$ cat config.mk
export PLATFORM = sky130hd
export DESIGN_NAME = approx_divider
export DESIGN_NICKNAME = d
export VERILOG_FILES = /design/src/rtl/div_pkg.sv /design/src/rtl/div_step.sv /design/src/rtl/approx_divider.sv
export SDC_FILE = /design/constraint.sdc
export NUM_CORES = 1
export LEC_CHECK = 0
export ABC_AREA = 1
export CORE_ASPECT_RATIO = 0.75
export CORE_UTILIZATION = 35
export DETAILED_ROUTE_END_ITERATION = 8
export DONT_BUFFER_PORTS = 1
export GPL_ROUTABILITY_DRIVEN = 1
export GPL_TIMING_DRIVEN = 0
export PLACE_DENSITY = 0.58
export SETUP_SLACK_MARGIN = 0.5
export SLEW_MARGIN = 15
export SYNTH_ARGS = -nofsm -noshare
export SYNTH_HDL_FRONTEND = slang
export SYNTH_HIERARCHICAL = 1
export SYNTH_SLANG_ARGS = --single-unit
$ cat constraint.sdc
create_clock -name clk -period 2.8 [get_ports clk]
set_input_delay 0.14 -clock clk [delete_from_list [all_inputs] [get_ports clk]]
set_output_delay 0.14 -clock clk [all_outputs]
set_load 0.01 [all_outputs]
$ cat src/rtl/div_pkg.sv
// Shared types and sizing helpers for the approximate restoring divider.
package div_pkg;

    typedef enum logic [1:0] {IDLE, CALC, DONE} div_state_t;

    // Width of a counter that must hold values up to n.
    function automatic int cnt_w(input int n);
        return (n < 1) ? 1 : $clog2(n + 1);
    endfunction

endpackage

$ cat src/rtl/div_step.sv
// One restoring-division step: shift the next dividend bit into the remainder,
// then subtract the divisor if it fits.
module div_step #(
    parameter int WIDTH = 12
) (
    input  logic [WIDTH-1:0] rem,
    input  logic             bit_in,
    input  logic [WIDTH-1:0] divisor,
    output logic [WIDTH-1:0] rem_next,
    output logic             q_bit
);

    logic [WIDTH:0] t;
    logic [WIDTH:0] diff;

    always_comb begin
        t        = {rem, bit_in};
        diff     = t - {1'b0, divisor};
        q_bit    = (t >= {1'b0, divisor});
        // rem < divisor on entry, so the difference always fits in WIDTH bits.
        rem_next = q_bit ? diff[WIDTH-1:0] : t[WIDTH-1:0];
    end

endmodule

$ cat src/rtl/approx_divider.sv
// Multi-cycle approximate restoring divider: 2W/W -> W, low APPROX_BITS of the
// quotient skipped. Optional round-to-nearest step enabled by `DIV_ROUND_EN.
module approx_divider
    import div_pkg::*;
#(
    parameter int WIDTH       = 12,
    parameter int APPROX_BITS = 0
) (
    input  logic               clk,
    input  logic               rst,
    input  logic               in_valid,
    output logic               in_ready,
    input  logic [2*WIDTH-1:0] dividend,
    input  logic [WIDTH-1:0]   divisor,
    output logic               out_valid,
    input  logic               out_ready,
    output logic [WIDTH-1:0]   quotient,
    output logic               ovf,
    output logic               dbz
);

    localparam int N = WIDTH - APPROX_BITS;
`ifdef DIV_ROUND_EN
    localparam int STEPS = N + 1;
`else
    localparam int STEPS = N;
`endif
    localparam int CW = cnt_w(STEPS);

    div_state_t       state;
    logic [WIDTH-1:0] rem, sreg, dvs;
    logic [STEPS-1:0] qbits, qb_nx;
    logic [CW-1:0]    cnt;
    logic             chk;
    logic [WIDTH-1:0] rem_nx;
    logic             q_bit;
    logic [WIDTH-1:0] res;

    div_step #(.WIDTH(WIDTH)) u_step (
        .rem      (rem),
        .bit_in   (sreg[WIDTH-1]),
        .divisor  (dvs),
        .rem_next (rem_nx),
        .q_bit    (q_bit)
    );

    always_comb begin
        qb_nx = (qbits << 1) | STEPS'(q_bit);
`ifdef DIV_ROUND_EN
        begin
            logic [WIDTH:0] sum;
            sum = {1'b0, WIDTH'(qb_nx >> 1) << APPROX_BITS};
            if (qb_nx[0])
                sum = sum + ((WIDTH+1)'(1) << APPROX_BITS);
            res = sum[WIDTH] ? {WIDTH{1'b1}} : sum[WIDTH-1:0];
        end
`else
        res = WIDTH'(qb_nx) << APPROX_BITS;
`endif
    end

    always_ff @(posedge clk or posedge rst) begin
        if (rst) begin
            state     <= IDLE;
            in_ready  <= 1'b1;
            out_valid <= 1'b0;
            quotient  <= '0;
            ovf       <= 1'b0;
            dbz       <= 1'b0;
            rem       <= '0;
            sreg      <= '0;
            dvs       <= '0;
            qbits     <= '0;
            cnt       <= '0;
            chk       <= 1'b0;
        end else begin
            case (state)
                IDLE: begin
                    if (in_valid && in_ready) begin
                        rem      <= dividend[2*WIDTH-1:WIDTH];
                        sreg     <= dividend[WIDTH-1:0];
                        dvs      <= divisor;
                        qbits    <= '0;
                        cnt      <= '0;
                        chk      <= 1'b1;
                        in_ready <= 1'b0;
                        state    <= CALC;
                    end
                end
                CALC: begin
                    if (chk) begin
                        // First CALC cycle only screens for dbz/ovf on the latched operands.
                        chk <= 1'b0;
                        if (dvs == '0 || rem >= dvs) begin
                            dbz       <= (dvs == '0);
                            ovf       <= (dvs != '0);
                            quotient  <= '1;
                            out_valid <= 1'b1;
                            state     <= DONE;
                        end
                    end else begin
                        rem   <= rem_nx;
                        sreg  <= sreg << 1;
                        qbits <= qb_nx;
                        cnt   <= cnt + 1'b1;
                        if (cnt == CW'(STEPS - 1)) begin
                            quotient  <= res;
                            ovf       <= 1'b0;
                            dbz       <= 1'b0;
                            out_valid <= 1'b1;
                            state     <= DONE;
                        end
                    end
                end
                DONE: begin
                    if (out_ready) begin
                        out_valid <= 1'b0;
                        in_ready  <= 1'b1;
                        state     <= IDLE;
                    end
                end
                default: state <= IDLE;
            endcase
        end
    end

endmodule
* Word-level counts from Yosys, hierarchy flattened
Cells that the tools add are included.
Word-level totals: flip-flop bits (word level) 70, output and inout bits 16, logic and storage cells 79
Cells by class: $add $sub $neg 2, $lt $le $gt $ge 2, equality and inequality tests 9, mux-type cells 37, bitwise gates (word level) 1, reductions and logical operators 16
Operator list (number):
- two-way mux 12 bit | 8
- one-hot mux 12 bit (2 select lines) | 2
- two-way mux 11 bit | 2
- one-hot mux 11 bit (2 select lines) | 1
- >= comparator 13 x 12 -> 1 bit | 1
- >= comparator 12 bit | 1
- logical NOT 12 bit | 1
- two-way mux 1 bit | 12
- bitwise OR 12 x 1 -> 12 bit | 1
- nonzero test 12 bit | 1
- subtractor 12 bit | 1
- two-way mux 2 bit | 5
- AND reduction 3 bit | 3
- two-way mux 4 bit | 2
- one-hot mux 4 bit (2 select lines) | 1
- AND reduction 4 bit | 2
- nonzero test 2 bit | 4
- != test 2 bit (second input constant) | 3
- != test 3 bit (second input constant) | 2
- one-hot mux 1 bit (2 select lines) | 3
- one-hot mux 2 bit (3 select lines) | 1
- adder 4 x 1 -> 4 bit (second input constant) | 1
- equality test 4 bit (second input constant) | 1
- AND reduction 2 bit | 2
- other kinds (6) | 6

* Logic depth before layout (Yosys ltp)
depth in word-level cells 5, mapped depth 13

* Cells and area by module
The synthesis kept the hierarchy.
Modules (own cells, without submodules):
- approx_divider | instances 1, cells an instance 405, area each 3429.5 µm², seq. area each 1752.9 µm²
- div_step | instances 1, cells an instance 183, area each 1022.2 µm², seq. area each 0.0 µm²

* Least setup slack after synthesis
OpenSTA, ideal clock, no wires.
path kind reg2reg, start point reg rem[7], end point reg quotient[0], library setup time 0.117 ns, data arrival time 1.916 ns, setup slack 0.767 ns, stages on the path, launching flop included 12, path buffers 1, cells stage by stage dfrtp_1 ha_1 nand2_2 inv_1 nand2_1 nand2_2 a21oi_4 nand3_4 buf_12 or2_2 nand4_1 nand2_1
Between the ends: cells in the longest elaborated chain, start to end 4
RTL lines:
- start, declared | line approx_divider.sv:31 | logic [WIDTH-1:0] rem, sreg, dvs;
- start signal, assigned | line approx_divider.sv:80 | rem <= dividend[2*WIDTH-1:WIDTH];
- start signal, assigned | line approx_divider.sv:102 | rem <= rem_nx;
- >= comparator 13 x 12 -> 1 bit | line div_step.sv:19 | q_bit = (t >= {1'b0, divisor});
- net q_bit | line approx_divider.sv:36 | logic q_bit;
- bitwise OR 12 x 1 -> 12 bit | line approx_divider.sv:48 | qb_nx = (qbits << 1) | STEPS'(q_bit);
- two-way mux 12 bit | line approx_divider.sv:106 | if (cnt == CW'(STEPS - 1)) begin
- two-way mux 12 bit | line approx_divider.sv:91 | if (chk) begin
- end signal, assigned | line approx_divider.sv:107 | quotient <= res;
- end, declared | line approx_divider.sv:17 | output logic [WIDTH-1:0] quotient,
The timed path passes the listed nets, and every way through them passes these cells. The select of a mux whose other input is x is not followed. A chain may end at the register's enable or synchronous reset.

* Worst setup path in the final report
start point reg dvs[8], end point reg quotient[0]
Between the ends: cells in the longest elaborated chain, start to end 4
RTL lines:
- start, declared | line approx_divider.sv:31
- start signal, assigned | line approx_divider.sv:82 | dvs <= divisor;
- >= comparator 13 x 12 -> 1 bit | line div_step.sv:19
- net q_bit | line approx_divider.sv:36
- bitwise OR 12 x 1 -> 12 bit | line approx_divider.sv:48
- two-way mux 12 bit | line approx_divider.sv:106
- two-way mux 12 bit | line approx_divider.sv:91
The timed path passes the listed nets, and every way through them passes these cells. The select of a mux whose other input is x is not followed.

==> flow_metrics.py <==
metrics = {
    "run_status": {
        "status": "finished clean",
    },
    "route": {
        "firstDrtPassIters": 5,
        "wl_mm": 11.82,
        "drc_errors": 0,
        "avgRoutedWirePerCell_um": 14.59,
        "vias": 3990,
        "ant_nets": 0,
        "drtIter0Drc": 278,
        "via_per_inst": 4.926,
    },
    "timing": {
        "tightest_slew_ns": 0.5733,
        "fin_crit_ns": 2.181,
        "slew_headroom_pct": 61.78,
        "timing.final.max_slew_violations": 0,
        "max_freq_ghz": 0.4585,
        "skew_ns": 0.007908,
        "hold_violations": 0,
        "finalSetupViolations": 0,
        "whs_ns": 0.06018,
        "period_share_pct": 77.90,
        "rsz0062_at_grt": "yes",
        "setup_tns_ns": 0,
    },
    "synthesis": {
        "synth_seq_cells": 70,
        "synth.distinct_cells": 40,
        "ys_seq_area_share_pct": 39.38,
        "synthArstFlopShare_pct": 100.0,
        "synth-main-ff-cell": "dfrtp_1",
        "synthCells": 588,
        "syn_nets": 654,
        "synth_edf_count": 0,
        "synth_area_per_cell_um2": 7.571,
        "yosysWarnings": 6,
        "netlist_area_um2": 4452,
    },
    "setup_path": {
        "ff2ff_setup_slack_ns": 0.62,
        "critPathLaunch": "dvs[8]$_DFFE_PP0P_",
        "timing.rr.end": "quotient[0]$_DFFE_PP0P_",
        "critical_path.max_stage_delay_ns": 0.40,
        "crit_cells": 12,
        "endpoint": "quotient[0]$_DFFE_PP0P_",
        "end_kind": "flip-flop",
        "slowest_stage": "dfrtp_1",
        "critPathKind": "flip-flop to flip-flop",
        "cp_max_fo": 11,
        "cp_top_family": "simple AND/OR/NAND/NOR gates",
        "arrival_ns": 2.41,
        "worst_setup_path_start_kind": "flip-flop",
        "path_buf_inv": 3,
        "path_cells": "inv_1 -> ha_4 -> nand2_2 -> inv_1 -> nand2_1 -> nand2_2 -> a21oi_4 -> nand3_4 -> buf_12 -> or2_2 -> nand4_1 -> nand2_1",
        "crit_required_ns": 3.03,
        "rr_startpoint": "dvs[8]$_DFFE_PP0P_",
        "reg2reg_depth": 12,
    },
    "global_route": {
        "gr-total-overflow": 0,
        "met2_usage_pct": 27.23,
        "grt_pass1_vias": 3818,
        "grt_max_degree": 61,
        "grtUsageMet1_pct": 28.90,
        "grt_usage_pct": 19.26,
        "grt_antenna_before_repair": 0,
        "grt.busiest_layer": "met1",
        "grt_util_met3_pct": 4.689,
        "grt_pass1_wl_mm": 19.73,
    },
    "pwr": {
        "power_frac_seq_pct": 24.4,
        "pwr-share-comb_pct": 59.8,
        "p_leak_nw": 2.715,
        "p_sw_mw": 3.647,
        "vdd_ir_drop_max_mv": 0.5110,
        "p_per_area_nw_per_um2": 1379,
        "p_sw_share_pct": 48.26,
        "clock_power_share_pct": 15.8,
        "power.internal_mw": 3.910,
    },
    "placement": {
        "gp_congestion": 0.8866,
        "numPortBuffers": 0,
        "place_hpwl_mm": 8.930,
    },
    "clock_network": {
        "cts-root-buf": "clkbuf_16",
        "clkSinkCount": 70,
        "h-tree-depth": 3,
        "cts_buffer_depth": 2,
        "clkLatencyLatePin_ns": 0.34,
        "cts_tree": "done",
        "cts_buffers": 9,
        "clkTransAtPathRegs_ns": 0.06,
    },
    "die": {
        "rows": 35,
        "dieArea_um2": 13180,
        "core_area_um2": 12350,
        "start_util_pct": 36.05,
        "io_pins": 56,
        "dieWidth_um": 132.2,
        "die_y_um": 99.67,
    },
    "flow_run": {
        "maxCapViolCount": 0,
    },
    "cells_and_area": {
        "drive_gt1_share_pct": 12.42,
        "fin_nets": 705,
        "num_antenna_cells": 0,
        "area_growth_pct": 23.07,
    },
    "hold_path": {
        "worstHoldPathType": "input pin to flip-flop",
    },
}
[cell usage after synthesis, drive strengths merged, types with 9 or more instances]
| cell type | instances | area [µm²] |
|---|---|---|
| a21oi | 10 | 65.07 |
| a31oi | 13 | 81.33 |
| buf | 13 | 100.1 |
| dfrtp | 69 | 1727 |
| ha | 25 | 312.8 |
| inv | 97 | 366.6 |
| nand2 | 183 | 706.9 |
| nand3 | 32 | 232.7 |
| nand4 | 21 | 131.4 |
| nor2 | 43 | 196.4 |
| o211ai | 9 | 67.56 |
| o21ai | 43 | 226.5 |
[logic make-up (layout without fill, tap and decap cells)]
| kind of cell | count (synthesis) | in the layout | share of synthesized area [%] |
|---|---|---|---|
| buffers and inverters | 117 | 173 | 11.07 |
| xor gates and xnor gates | 6 | 6 | 1.180 |
| AOI/OAI and AO/OA | 81 | 81 | 11.13 |
| adders and majority gates | 26 | 26 | 7.476 |
| and+or+nand+nor | 288 | 288 | 29.76 |
| DFF | 70 | 70 | 39.38 |
[cell usage in the layout (no fill, tap or decap), drive strengths merged, types with 5 or more instances in the layout]
cell type / Yosys / routed
nor2: 43 / 43
nand2: 183 / 183
clkbuf: 7 / 18
o21ai: 43 / 43
xor2: 5 / 5
o211ai: 9 / 9
nor3: 5 / 5
buf: 13 / 16
a31oi: 13 / 13
dlygate4sd3: 0 / 37
dfrtp: 69 / 69
nand3: 32 / 32
a21oi: 10 / 10
inv: 97 / 97
ha: 25 / 25
nand4: 21 / 21
[worst min path at each step]
stage | from | endpoint | slack [ns] | depth (start not counted)
floorplan | out_ready | state[1]$_DFFE_PP0P_ | 0.23 | 1
detailed placement | rst | dvs[2]$_DFFE_PP0P_ | -0.07 | 1
CTS | out_ready | out_valid$_DFFE_PP0P_ | 0.05 | 3
global placement | out_ready | state[1]$_DFFE_PP0P_ | 0.24 | 1
global route | dividend[10] | sreg[10]$_DFFE_PP0P_ | 0.07 | 2
finish | out_ready | in_ready$_DFFE_PP1P_ | 0.06 | 4
[what timing repair did]
| action | in CTS | in global routing |
|---|---|---|
| setup endpoints to repair | 1 | 13 |
| gates resized for setup | 0 | 14 |
| pin swaps | 2 | 2 |
| hold buffers | 37 | 0 |
| setup buffers | 1 | 1 |
| endpoints found under the hold margin | 106 | 0 |
[per-stage QoR]
stage	instance area, µm²	setup slack [ns]	util [%]	cells	power (mW)
after global placement	4659	0.1054	37.73	754	5.927
final	5479	0.6189	44.37	810	7.557
after floorplan	4452	0.7673	-	588	5.060
after detailed placement	4690	0.4675	37.97	755	6.042
after global routing	5479	0.4693	44.37	810	8.305
after CTS	5375	0.5268	43.53	809	7.340
[area by class of cell]
type / instances / area (µm²)
timing repair buffer: 40 / 412.9
clock buffer: 11 / 232.7
inverter: 97 / 369.1
clock inverter: 5 / 75.07
sequential: 70 / 1753
tap: 166 / 207.7
multi-input combinational: 401 / 2302
buffer: 20 / 126.4
fill: 1272 / 6870
[state kept, by name (all words and copies together), names as in the netlist]
register and flops:
chk 1, dvs 12, sreg 12, rem 12
quotient 12, out_valid 1, dbz 1, ovf 1
in_ready 1, cnt 4, state 2, qbits 11
[power by group through the flow]
stage	clock network, mW	logic (mW)	registers [mW]
floorplan	0	3.34	1.72
detailed placement	0	4.21	1.83
CTS	1.22	4.30	1.82
global route	1.27	5.14	1.89
finish	1.19	4.52	1.84
global placement	0	4.11	1.82
[layer usage]
| layer | wire [µm] | vias to the layer above |
|---|---|---|
| met3 | 823 | 11 |
| met1 | 6226 | 1873 |
| li1 | - | 1984 |
| met5 | 0 | - |
| met2 | 4660 | 122 |
| met4 | 107 | 0 |
[worst reg2reg max path: stages, from the launching register on]
cell and delay [ns]:
dfrtp_1 0.40, inv_1 0.11, ha_4 0.23, nand2_2 0.10, inv_1 0.04, nand2_1 0.08, nand2_2 0.08, a21oi_4 0.26
nand3_4 0.15, buf_12 0.18, or2_2 0.29, nand4_1 0.10, nand2_1 0.06
Note: power is estimated with default switching activity, not from simulation.
